**src/rtl/muldiv_pkg.sv**
```systemverilog
// rtl/muldiv_pkg.sv - funct codes, FSM state type and step count for the EX-stage multiply/divide unit
package muldiv_pkg;

    localparam int MULDIV_STEPS = 32;

    localparam logic [5:0] FUN_MFHI  = 6'h10;
    localparam logic [5:0] FUN_MTHI  = 6'h11;
    localparam logic [5:0] FUN_MFLO  = 6'h12;
    localparam logic [5:0] FUN_MTLO  = 6'h13;
    localparam logic [5:0] FUN_MULT  = 6'h18;
    localparam logic [5:0] FUN_MULTU = 6'h19;
    localparam logic [5:0] FUN_DIV   = 6'h1A;
    localparam logic [5:0] FUN_DIVU  = 6'h1B;

    typedef enum logic [1:0] {
        IDLE,
        BUSY,
        FIX
    } muldiv_state_t;

endpackage

```
**src/rtl/muldiv_step.sv**
```systemverilog
// rtl/muldiv_step.sv - one combinational radix-2 multiply (shift-add) or divide (restoring) step
// Divide path present only when MULDIV_DIV_EN is defined.
module muldiv_step #(
    parameter int WIDTH = 32
) (
`ifdef MULDIV_DIV_EN
    input  logic             isDiv,
`endif
    input  logic [WIDTH-1:0] accHi,
    input  logic [WIDTH-1:0] accLo,
    input  logic [WIDTH-1:0] operand,
    output logic [WIDTH-1:0] nextHi,
    output logic [WIDTH-1:0] nextLo
);

    logic [WIDTH:0] sum;
`ifdef MULDIV_DIV_EN
    logic [WIDTH:0] shifted;
    logic [WIDTH:0] trial;
`endif

    always_comb begin
        // Multiply: LO holds the not-yet-consumed multiplier bits; product shifts in from the top.
        sum    = {1'b0, accHi} + (accLo[0] ? {1'b0, operand} : {(WIDTH+1){1'b0}});
        nextHi = sum[WIDTH:1];
        nextLo = {sum[0], accLo[WIDTH-1:1]};
`ifdef MULDIV_DIV_EN
        shifted = {accHi, accLo[WIDTH-1]};
        trial   = shifted - {1'b0, operand};
        if (isDiv) begin
            if (!trial[WIDTH]) begin
                nextHi = trial[WIDTH-1:0];
                nextLo = {accLo[WIDTH-2:0], 1'b1};
            end else begin
                nextHi = shifted[WIDTH-1:0];
                nextLo = {accLo[WIDTH-2:0], 1'b0};
            end
        end
`endif
    end

endmodule

```
**src/rtl/ex_muldiv.sv**
```systemverilog
// rtl/ex_muldiv.sv - iterative MULT/MULTU/DIV/DIVU unit with HI/LO registers and HI/LO-hazard stall
// Define MULDIV_DIV_EN to build the divide datapath; otherwise DIV/DIVU are no-ops.
module ex_muldiv
    import muldiv_pkg::*;
#(
    parameter int WIDTH = MULDIV_STEPS
) (
    input  logic             clk,
    input  logic             rst,
    input  logic             iValid,
    input  logic             iFlush,
    input  logic             iHold,
    input  logic [5:0]       iFun,
    input  logic [WIDTH-1:0] iRegOut1,
    input  logic [WIDTH-1:0] iRegOut2,
    output logic             oStall,
    output logic             oBusy,
    output logic [WIDTH-1:0] oResult,
    output logic [WIDTH-1:0] oHi,
    output logic [WIDTH-1:0] oLo
);

    localparam int CW = $clog2(WIDTH);
    localparam logic [CW-1:0] LAST_STEP = CW'(WIDTH - 1);

    muldiv_state_t    state;
    logic [CW-1:0]    cnt;
    logic [WIDTH-1:0] hiReg, loReg;
    logic [WIDTH-1:0] accHi, accLo, operand;
    logic             negLo;
`ifdef MULDIV_DIV_EN
    logic             isDiv;
    logic             negHi;
    logic             divZero;
`endif

    logic             isMoveFun, isMulFun, isDivFun, isSignedFun, hiLoOp, live, accept;
    logic             signA, signB;
    logic [WIDTH-1:0] magA, magB;
    logic [WIDTH-1:0] stepHi, stepLo;
    logic [WIDTH-1:0] fixHi, fixLo;
    logic [2*WIDTH-1:0] prod, prodNeg;

    always_comb begin
        isMoveFun = (iFun == FUN_MFHI) || (iFun == FUN_MTHI) ||
                    (iFun == FUN_MFLO) || (iFun == FUN_MTLO);
        isMulFun  = (iFun == FUN_MULT) || (iFun == FUN_MULTU);
        isDivFun  = (iFun == FUN_DIV)  || (iFun == FUN_DIVU);
`ifdef MULDIV_DIV_EN
        hiLoOp    = isMoveFun || isMulFun || isDivFun;
`else
        // Without a divider, DIV/DIVU only matter as ordering barriers behind a running multiply.
        hiLoOp    = isMoveFun || isMulFun || (isDivFun && (state != IDLE));
`endif
        live      = iValid && !iFlush && hiLoOp;
        oStall    = live && (state != IDLE);
        accept    = live && !iHold && (state == IDLE);
        oBusy     = (state != IDLE);

        isSignedFun = (iFun == FUN_MULT) || (iFun == FUN_DIV);
        signA       = isSignedFun && iRegOut1[WIDTH-1];
        signB       = isSignedFun && iRegOut2[WIDTH-1];
        magA        = signA ? -iRegOut1 : iRegOut1;
        magB        = signB ? -iRegOut2 : iRegOut2;
    end

    always_comb begin
        prod    = {accHi, accLo};
        prodNeg = -prod;
        fixHi   = negLo ? prodNeg[2*WIDTH-1:WIDTH] : accHi;
        fixLo   = negLo ? prodNeg[WIDTH-1:0] : accLo;
`ifdef MULDIV_DIV_EN
        if (isDiv) begin
            // A zero divisor leaves |dividend| in HI; re-applying the dividend sign restores it exactly.
            fixHi = negHi ? -accHi : accHi;
            fixLo = divZero ? {WIDTH{1'b1}} : (negLo ? -accLo : accLo);
        end
`endif
    end

    always_comb begin
        oResult = '0;
        if (iValid && !iFlush) begin
            if (iFun == FUN_MFHI) begin
                oResult = hiReg;
            end else if (iFun == FUN_MFLO) begin
                oResult = loReg;
            end
        end
    end

    assign oHi = hiReg;
    assign oLo = loReg;

    muldiv_step #(.WIDTH(WIDTH)) uStep (
`ifdef MULDIV_DIV_EN
        .isDiv   (isDiv),
`endif
        .accHi   (accHi),
        .accLo   (accLo),
        .operand (operand),
        .nextHi  (stepHi),
        .nextLo  (stepLo)
    );

    always_ff @(posedge clk) begin
        if (rst) begin
            state   <= IDLE;
            cnt     <= '0;
            hiReg   <= '0;
            loReg   <= '0;
            accHi   <= '0;
            accLo   <= '0;
            operand <= '0;
            negLo   <= 1'b0;
`ifdef MULDIV_DIV_EN
            isDiv   <= 1'b0;
            negHi   <= 1'b0;
            divZero <= 1'b0;
`endif
        end else begin
            case (state)
                IDLE: begin
                    if (accept) begin
                        if (isMulFun) begin
                            accHi   <= '0;
                            accLo   <= magB;
                            operand <= magA;
                            negLo   <= signA ^ signB;
                            cnt     <= '0;
                            state   <= BUSY;
`ifdef MULDIV_DIV_EN
                            isDiv   <= 1'b0;
                        end else if (isDivFun) begin
                            accHi   <= '0;
                            accLo   <= magA;
                            operand <= magB;
                            negLo   <= signA ^ signB;
                            negHi   <= signA;
                            divZero <= (iRegOut2 == '0);
                            isDiv   <= 1'b1;
                            cnt     <= '0;
                            state   <= BUSY;
`endif
                        end else if (iFun == FUN_MTHI) begin
                            hiReg <= iRegOut1;
                        end else if (iFun == FUN_MTLO) begin
                            loReg <= iRegOut1;
                        end
                    end
                end
                BUSY: begin
                    accHi <= stepHi;
                    accLo <= stepLo;
                    cnt   <= cnt + 1'b1;
                    if (cnt == LAST_STEP) begin
                        state <= FIX;
                    end
                end
                FIX: begin
                    hiReg <= fixHi;
                    loReg <= fixLo;
                    state <= IDLE;
                end
                default: state <= IDLE;
            endcase
        end
    end

endmodule

```
**config.mk**
```make
export PLATFORM = sky130hd
export DESIGN_NAME = ex_muldiv
export DESIGN_NICKNAME = d
export VERILOG_FILES = /design/src/rtl/muldiv_pkg.sv /design/src/rtl/muldiv_step.sv /design/src/rtl/ex_muldiv.sv
export SDC_FILE = /design/constraint.sdc
export NUM_CORES = 1
export LEC_CHECK = 0
export CAP_MARGIN = 15
export CORE_ASPECT_RATIO = 2
export CORE_MARGIN = 2
export CORE_UTILIZATION = 30
export CTS_BUF_LIST = sky130_fd_sc_hd__clkbuf_8
export DETAILED_ROUTE_END_ITERATION = 10
export GPL_TIMING_DRIVEN = 0
export SYNTH_ARGS = -nofsm -noshare
export SYNTH_HDL_FRONTEND = slang
export SYNTH_SLANG_ARGS = --single-unit
```
**constraint.sdc**
```tcl
create_clock -name clk -period 4.65 [get_ports clk]
set_input_delay 0.6975 -clock clk [delete_from_list [all_inputs] [get_ports clk]]
set_output_delay 0.6975 -clock clk [all_outputs]
set_load 0.02 [all_outputs]
```
==> results of run 1 <==
## worst max path at each step
| stage | endpoint | depth (start not counted) | slack (ps) |
|---|---|---|---|
| detailed placement | accLo[28] | 8 | 380 |
| floorplan | accLo[29] | 8 | 1400 |
| global route | accHi[29] | 12 | 160 |
| finish | accHi[30] | 12 | 380 |
| CTS | accHi[30] | 12 | 400 |
| global placement | accLo[28] | 8 | 410 |
## cell usage in the layout (no fill, tap or decap), drive strengths merged, types with 7 or more instances in the layout
master,count
o31ai,24
nor3,24
nor2b,8
o22ai,11
nand4,9
nand2b,10
xnor2,57
nor2,219
a21oi,103
a222oi,26
or2,8
a21o,12
nor3b,11
o41ai,21
and2,34
nand3,25
mux2i,35
a211oi,56
o21bai,7
buf,13
ha,37
o21ai,79
nand2,113
nor4,11
a31oi,17
a2111oi,10
a22oi,26
dfxtp,168
inv,20
clkbuf,110
xor2,81
or4,27
clkdlybuf4s50,170
or3,18
## layer usage
layer | wire [um] | share of wire (%) | vias up
li1 | - | - | 5721
met2 | 27300 | 54 | 476
met1 | 16500 | 33 | 5814
met5 | 0 | 0 | -
met3 | 1950 | 3.9 | 185
met4 | 4490 | 8.9 | 0
## kinds of logic (layout without fill, tap and decap cells)
| kind of cell | after synthesis | count (layout) | synth area share, % |
|---|---|---|---|
| AOI/OAI and AO/OA | 424 | 424 | 25.1 |
| and+or+nand+nor | 533 | 533 | 22.5 |
| buffers and inverters | 121 | 324 | 4.64 |
| other | 0 | 1 | 0 |
| muxes | 35 | 35 | 3.09 |
| adders and majority gates | 38 | 38 | 4.26 |
| xor gates and xnor gates | 138 | 138 | 10.7 |
| DFF | 168 | 168 | 29.7 |
## power by group through the flow
| stage | clock network (W) | logic (W) | registers, W |
|---|---|---|---|
| floorplan | 0 | 0.0000990 | 0.00148 |
| global placement | 0 | 0.000249 | 0.00148 |
| detailed placement | 0 | 0.000250 | 0.00148 |
| CTS | 0.00126 | 0.000251 | 0.00144 |
| global route | 0.00131 | 0.000268 | 0.00144 |
| finish | 0.00126 | 0.000254 | 0.00144 |
## state kept, by name (all words and copies together) (netlist names)
register,cells
accHi,32
accLo,32
cnt,5
negLo,1
oHi,32
oLo,32
operand,32
state,2
## final cells by class
| class | count | area, sq um | area share (%) |
|---|---|---|---|
| Inverter | 19 | 71.3 | 0.506 |
| Clock buffer | 22 | 303 | 2.15 |
| Antenna cell | 1 | 2.50 | 0.0178 |
| Multi-Input combinational cell | 1168 | 7440 | 52.8 |
| Clock inverter | 10 | 164 | 1.16 |
| Timing Repair Buffer | 171 | 1710 | 12.1 |
| Sequential cell | 168 | 3360 | 23.9 |
| Buffer | 102 | 454 | 3.23 |
| Tap cell | 459 | 574 | 4.08 |
## worst reg2reg max path, cell delays in order, from the launching register on
cell      delay, ps
dfxtp_1         320
clkbuf_1        460
clkbuf_1        340
and2_1          180
ha_1            110
clkbuf_1        280
nand3_1         220
or4_1           570
o21ai_0         600
a31oi_1         270
o31a_1          350
or4_1           400
nand3_1         100
## through the flow
step | std cells | hold slack [ps] | utilization [%]
after floorplan | 1457 | 432 | -
after global placement | 2086 | 441 | 36.5
after detailed placement | 2087 | 455 | 36.5
after CTS | 2119 | 467 | 37.8
after global routing | 2120 | 499 | 37.8
final | 2120 | 465 | 37.8
==> results.tsv, run 1 <==
stage	metric	value	unit
power	power_density	210	nW/um^2
synth	synth_top_area_share	29.7	%
route	viasPerCell	5.75	
min_path	hold_path_depth	2	
clock_tree	cts_tree	done	
global_route	grt_max_degree	17	
sta	hold_violations	0	
clock_tree	postCtsSetupRepairBufs	0	
clock_tree	cts_root_buffer	clkbuf_8	
clock_tree	clock_latency	510	ps
sta	tightest_slew	1090	ps
clock_tree	cts-resized-gates	0	
place	portBuffers	170	
synth	synth_area	11300	sq um
worst_setup_path	worstSetupPathType	reg2reg	
synth	netlist_instances	1457	
global_route	grt-busiest-layer	met2	
synth	synth.largest_area_cell	dfxtp_1	
min_path	min_to	operand[0]	
sta	finClkSkew	10.1	ps
global_route	grt_pass1_wl	73.3	mm
synth	yosys-top-cells-area	dfxtp_1 30%, nor2_1 7.3%, xor2_1 6.3%	
worst_setup_path	reg2reg_from	accLo[0]	
route	firstDrtPassIters	7	
power	p_switching	0.000758	W
clock_tree	cts_buffers	17	
die	initial_core_util	30.4	%
die	die_w	141	um
sta	post-route-period-util	91.8	%
sta	final_max_slew_viol_count	0	
worst_setup_path	timing.rr.end	accHi[30]	
worst_setup_path	endpoint_kind	flop	
global_route	overflow	0	
synth	synth_common_cells	219 x nor2_1, 168 x dfxtp_1, 113 x nand2_1	
worst_setup_path	cp_num_buf_inv	3	
die	core-area	37300	sq um
route	post_drt_wl_per_cell	23.7	um
clock_tree	cts.sinks	168	
place	place_ws	375	ps
worst_setup_path	rrSetupSlack	380	ps
worst_setup_path	max_stage_delay	600	ps
clock_tree	htree_num_levels	4	
worst_setup_path	critical-path-top-delay-family	simple AND/OR/NAND/NOR gates	
place	gp_congestion	0.971	
synth	yosysWarnings	0	
route	routed_wl	50.2	mm
place	dp.final_hpwl	41.0	mm
synth	ys.flop_type	dfxtp_1	
power	p_total	0.00296	W
global_route	met3_usage	3.17	%
final_layout	stdcell_area	14100	sq um
worst_setup_path	cp.required	5100	ps
sta	slew_headroom	27.2	%
synth	synth_edf_count	0	
clock_tree	clockBufferDepth	2	
global_route	antenna_found_initial	1	
power	peakVddDrop	0.000196	V
final_layout	syn2layout_area_growth	24.3	%
synth	synth_seq_area_share	29.7	%
synth	synthDistinctLibCells	66	
sta	tns	0	ps
final_layout	fillCellCount	3919	
worst_setup_path	crit_top_cell	clkbuf_1	
global_route	grt_usage	25.1	%
final_layout	layout-drive-gt1-share	4.04	%
route	dr.first_iter.drc_count	857	
worst_setup_path	crit_arrival	4720	ps
run_status	outcome	finished, final reports clean	
die	ios	173	
power	combPwrFrac	8.6	%
sta	rsz0062_at_grt	false	
run	max_cap_viol_count	0	
sta	worst_slack	382	ps
final_layout	layout.nets	1760	
synth	synthArstFlopShare	0	%
power	intPower	0.00220	W
worst_setup_path	crit_fanout	10	
die	row_count	100	
worst_setup_path	crit_path_start	accLo[0]	
worst_setup_path	cp-start-kind	flop	
global_route	use_met2	48.3	%
die	die_height	279	um
clock_tree	hold_buffers	0	
min_path	hold_class	reg2reg	
die	die_area	39400	sq um
power	p_clk_share	42.7	%
synth	syn-num-nets	1570	
min_path	hp-start	operand[0]	
synth	avgSynthCellArea	7.78	sq um
worst_setup_path	slowest_stage	o21ai_0	
route	via_count	12200	
clock_tree	clk_pin_slew_worst_paths	90	ps
sta	period_needed	4270	ps
route	drtAntennaViolNets	0	
global_route	grt_pass1_vias	12200	
power	p_sw_share	25.6	%
power	p_seq_share	48.8	%
sta	max_freq	234	MHz
power	leakagePower	5.00	nW
synth	ys_ff_latch	168	
place	place_area	13600	sq um
worst_setup_path	ff2ff_path_depth	12	
global_route	grtUsageMet1	22.7	%
sta	setup_viol	0	
synth	yosysMostFrequentCell	nor2_1	
route	drc	0	
worst_setup_path	path_cells	clkbuf_1 -> clkbuf_1 -> and2_1 -> ha_1 -> clkbuf_1 -> nand3_1 -> or4_1 -> o21ai_0 -> a31oi_1 -> o31a_1 -> or4_1 -> nand3_1	
No activity file was read; power rests on OpenSTA's default activity.
==> run 2: changes to the inputs <==
--- a/config.mk
+++ b/config.mk
@@ -12,6 +12,7 @@
 export CTS_BUF_LIST = sky130_fd_sc_hd__clkbuf_8
 export DETAILED_ROUTE_END_ITERATION = 10
 export GPL_TIMING_DRIVEN = 0
+export SLEW_MARGIN = 15
 export SYNTH_ARGS = -nofsm -noshare
 export SYNTH_HDL_FRONTEND = slang
 export SYNTH_SLANG_ARGS = --single-unit
==> constraint.sdc (replaced) <==
create_clock -name clk -period 4.9 [get_ports clk]
set_input_delay 0.735 -clock clk [delete_from_list [all_inputs] [get_ports clk]]
set_output_delay 0.735 -clock clk [all_outputs]
set_load 0.02 [all_outputs]
==> run 2 against run 1 <==
  * Clock power shrank 8%
  * Sequential cell count unchanged
  * Die area unchanged
  * Sequential power down 5%
  * Cell count about the same
  * Global-route usage about the same
  * Final area fell by 0.14%
  * Non-clock buffer count shrank 1
  * Critical path type unchanged
  * Critical endpoint unchanged
  * Largest cell class unchanged
  * Largest power group unchanged
==> results.tsv, run 2 (synthesis results as in run 1) <==
stage	metric	value	unit	change
run_status	outcome	finished, final reports clean		
die	ios	173		unchanged
worst_setup_path	slowest_stage	o21ai_0		
clock_tree	hold_buffers	0		unchanged
clock_tree	htree_num_levels	4		unchanged
global_route	grt_max_degree	17		unchanged
route	drtAntennaViolNets	0		unchanged
worst_setup_path	cp-start-kind	flop		
clock_tree	postCtsSetupRepairBufs	0		unchanged
global_route	grt_usage	25.1	%	+0.042 points
route	post_drt_wl_per_cell	24.0	um	+1.1%
min_path	hold_class	reg2reg		
clock_tree	cts_root_buffer	clkbuf_8		
clock_tree	cts_buffers	17		unchanged
worst_setup_path	endpoint_kind	flop		
clock_tree	clockBufferDepth	2		unchanged
sta	setup_viol	0		unchanged
die	row_count	100		unchanged
sta	period_needed	4290	ps	+25.8 ps
power	p_total	0.00278	W	-6.2%
final_layout	layout-drive-gt1-share	3.98	%	-0.058 points
die	die_height	279	um	unchanged
global_route	overflow	0		unchanged
clock_tree	cts-resized-gates	0		unchanged
final_layout	mostFrequentLayoutCells	219 x nor2_1, 170 x clkdlybuf4s50_1, 168 x dfxtp_1		
sta	tightest_slew	1100	ps	+4.95 ps
worst_setup_path	crit_top_cell	clkbuf_1		
worst_setup_path	path_cells	clkbuf_1 -> clkbuf_1 -> and2_1 -> ha_1 -> clkbuf_1 -> nand3_1 -> or4_1 -> o21ai_0 -> a31oi_1 -> o31a_1 -> or4_1 -> nand3_1		
clock_tree	cts_tree	done		
final_layout	final_common_cell	nor2_1		
global_route	grt_pass1_wl	73.4	mm	+0.22%
worst_setup_path	crit_fanout	10		unchanged
die	core-area	37300	sq um	unchanged
sta	post-route-period-util	87.6	%	-4.2 points
sta	slew_headroom	26.9	%	-0.33 points
sta	tns	0	ps	unchanged
clock_tree	cts.sinks	168		unchanged
route	viasPerCell	5.76		about the same
die	initial_core_util	30.4	%	unchanged
route	routed_wl	50.8	mm	+1.0%
place	gp_congestion	0.971		unchanged
die	die_w	141	um	unchanged
worst_setup_path	crit_arrival	4740	ps	+20 ps
place	dp.final_hpwl	41.0	mm	about the same
worst_setup_path	worstSetupPathType	reg2reg		
power	peakVddDrop	0.000181	V	-7.5%
sta	finClkSkew	10.5	ps	+0.386 ps
worst_setup_path	max_stage_delay	610	ps	about the same
place	portBuffers	170		unchanged
die	die_area	39400	sq um	unchanged
route	dr.first_iter.drc_count	843		-1.6%
power	power_density	197	nW/um^2	-6.0%
power	leakagePower	4.99	nW	-0.18%
sta	max_freq	233	MHz	-0.60%
clock_tree	clk_pin_slew_worst_paths	90	ps	about the same
route	drc	0		unchanged
worst_setup_path	rrSetupSlack	610	ps	+220 ps
route	via_count	12200		+0.0082%
sta	hold_violations	0		unchanged
clock_tree	clock_latency	510	ps	about the same
sta	final_max_slew_viol_count	0		unchanged
final_layout	syn2layout_area_growth	24.1	%	
worst_setup_path	cp.required	5350	ps	+250 ps
final_layout	layout.nets	1759		-0.057%
sta	rsz0062_at_grt	false		
global_route	grt_pass1_vias	12100		-0.37%
global_route	antenna_found_initial	1		unchanged
run	max_cap_viol_count	0		unchanged
route	firstDrtPassIters	8		+1
## run 2: changes by cell type in the layout (fill, tap and decap cells not counted)
cell	previous run	this run
clkbuf_8	26	24
a31oi_1	17	16
a31oi_2	0	1
buf_4	1	0
clkinv_2	2	3
inv_1	19	20
## run 2: final timing paths
path / startpoint / to / cells past startpoint
setup reg to reg: accLo[0] / accHi[30] / 12
hold reg to reg: operand[0] / operand[0] / 2
hold / removal: operand[0] / operand[0] / 2
setup / recovery: accLo[0] / accHi[30] / 12
## run 2: report_power, final
group / internal, W / switching (W) / total, W
logic: 0.0000961 / 0.000146 / 0.000242
clock network: 0.000594 / 0.000570 / 0.00116
registers: 0.00137 / 0.00000239 / 0.00137
total: 0.00206 / 0.000719 / 0.00278
## run 2: layout make-up
cell class / count / area [sq um]
Tap cell: 459 / 574
Antenna cell: 1 / 2.50
Clock buffer: 20 / 275
Sequential cell: 168 / 3360
Multi-Input combinational cell: 1168 / 7450
Clock inverter: 12 / 173
Fill cell: 3904 / 23200
Timing Repair Buffer: 170 / 1700
Buffer: 102 / 454
Inverter: 19 / 71.3
## run 2: critical path, delay by kind of cell, from the launching register on
kind | cells | cell delay [ps]
buffers and inverters | 3 | 1050
and+or+nand+nor | 5 | 1480
DFF | 1 | 320
adders and majority gates | 1 | 110
AOI/OAI and AO/OA | 3 | 1270
## run 2: routing by layer
metal | wire length (um) | global-route usage, % | share of wire (%)
met5 | 0 | 0 | 0
met3 | 2120 | 3.36 | 4.2
met4 | 4460 | 20.0 | 8.8
met2 | 27400 | 48.5 | 54
met1 | 16800 | 22.8 | 33
## run 2: metrics by stage
| stage | hold WS [ps] | util, % | setup WS [ps] | area [sq um] | std cells |
|---|---|---|---|---|---|
| after floorplan | 432 | - | 1610 | 11300 | 1457 |
| after global placement | 441 | 36.5 | 619 | 13600 | 2086 |
| after detailed placement | 452 | 36.5 | 537 | 13600 | 2086 |
| after CTS | 464 | 37.7 | 619 | 14100 | 2118 |
| after global routing | 495 | 37.7 | 387 | 14100 | 2119 |
| final | 461 | 37.7 | 606 | 14100 | 2119 |
==> patch: new RTL, flow settings as in run 2 <==
Change the package constant `MULDIV_STEPS` from 32 to 16.
--- a/src/rtl/muldiv_pkg.sv
+++ b/src/rtl/muldiv_pkg.sv
@@ -1,7 +1,7 @@
 // rtl/muldiv_pkg.sv - funct codes, FSM state type and step count for the EX-stage multiply/divide unit
 package muldiv_pkg;
 
-    localparam int MULDIV_STEPS = 32;
+    localparam int MULDIV_STEPS = 16;
 
     localparam logic [5:0] FUN_MFHI  = 6'h10;
     localparam logic [5:0] FUN_MTHI  = 6'h11;
Interface: changed (5 resized); port bits go from 173 to 93. The function was not compared with the original's and may differ.
==> patch against run 2 <==
Die area down 47%; synthesized area down 48%; critical path depth down 5; routed wire length down 55%; via count down 49%; clock skew up 5.9 ps; cell area down 48%; worst hold slack better by 2.6 ps; largest power group unchanged; critical endpoint is now oResult[11]; worst setup slack worse by 200 ps; sequential cell count down 81; power down 51%.
==> patch: results (changes against run 2) <==
Ant. Diodes - 0 (-1)
vias in the first global route - 6236 (-49%)
Post-Synth Adder-Cell Area - 4.56% (+0.29 points)
met2 GRT Util - 40.2% (-8.3 points)
Via Count - 6255 (-49%)
Ys Warns - 0 (unchanged)
switching part of the total - 26.7% (+0.86 points)
Worst-Skew Late Latency - 410 ps (-100 ps)
slowest stage delay, CP - 620 ps
post-synthesis compound-gate area fraction - 26.7% (+1.5 points)
Power per Cell Area - 187 mW/mm2 (-5.4%)
Worst-path clk slew - 90 ps (about the same)
fillers - 2106 (-46%)
layout cells sized above 1 - 2.86% (-1.1 points)
M3 GR Usage - 2.79% (-0.57 points)
vias per std cell - 5.52 (-4.2%)
global-route wire length before repair - 34300 um (-53%)
Cells after Synth - 769 (-47%)
wl on met1 - 8240 um (-51%)
area of the multi-input gates - 0.00392 mm2 (-47%)
H-tree depth - 3 (-1)
delay-heaviest family, CP - buffers and inverters
grt met1 use - 23.0% (+0.13 points)
Clk power - 0.000530 W (-54%)
xor and xnor area share after synthesis - 9.01% (-1.7 points)
largest net degree at the start of global routing - 14 (-3)
number of detailed-route iterations in the first pass - 5 (-3)
CTS Buf Count - 9 (-8)
all-layer global routing usage - 21.9% (-3.2 points)
initial antenna violation count - 0 (-1)
post-synthesis mux area share - 3.23% (+0.13 points)
clk_skew - 16.4 ps (+5.90 ps)
met2 routed WL - 12400 um (-55%)
outcome - finished, final reports clean
Slew HR - 35.6% (+8.8 points)
Gate power share - 9.7% (+1.0 points)
Nets - 934 (-47%)
Leak - 2.71 nW (-46%)
register area share after synthesis - 29.4% (-0.33 points)
DP HPWL - 18100 um (-56%)
GPL Wtd Cong - 0.932 (-4.0%)
peak supply drop - 0.112 mV (-38%)
I/O Buffers - 90 (-47%)
syn nets - 833 (-47%)
Routed WL - 22600 um (-55%)
Detail Route met3 WL - 759 um (-64%)
pre-CTS WS - 362 ps (-175 ps)
Post-synth top cells - nor2_1 (115), dfxtp_1 (87), a21oi_1 (64), nand2_1 (51), clkbuf_1 (47)
ranking of synthesized cells by area - dfxtp_1 (29%), nor2_1 (7.3%), xor2_1 (6.2%)
placed cell areas - 0.00716 mm2 (-47%)
drt first-iter violations - 355 (-58%)
post-placement cell count - 1118 (-46%)
Critical Path Slowest Stage Cell - clkdlybuf4s50_1
-- patch: worst min-delay path, delay by kind of cell, from the launching register on --
kind             cells  cell delay, ps
flip-flops           1             320
AO/OA/AOI/OAI        1              50
AND/OR/NAND/NOR      1              50
-- patch: final timing paths --
| path | startpoint | slack, ps | cells past startpoint | to |
|---|---|---|---|---|
| setup / recovery | iFun[4] | 410 | 7 | oResult[11] |
| hold / removal | operand[0]$_SDFFE_PP0P_ | 460 | 2 | operand[0]$_SDFFE_PP0P_ |
| setup reg to reg | accLo[0]$_SDFFE_PP0P_ | 1210 | 12 | accHi[9]$_SDFFE_PP0P_ |
| hold reg to reg | operand[0]$_SDFFE_PP0P_ | 460 | 2 | operand[0]$_SDFFE_PP0P_ |
-- patch: layout make-up --
type	instances	area share (%)
clock inverters	6	0.732
inverters	19	0.971
multi-input cells	612	53.3
well taps	259	4.41
plain buffers	51	2.72
flip-flops and latches	87	23.7
clock buffers	10	1.87
repair buffers	90	12.3
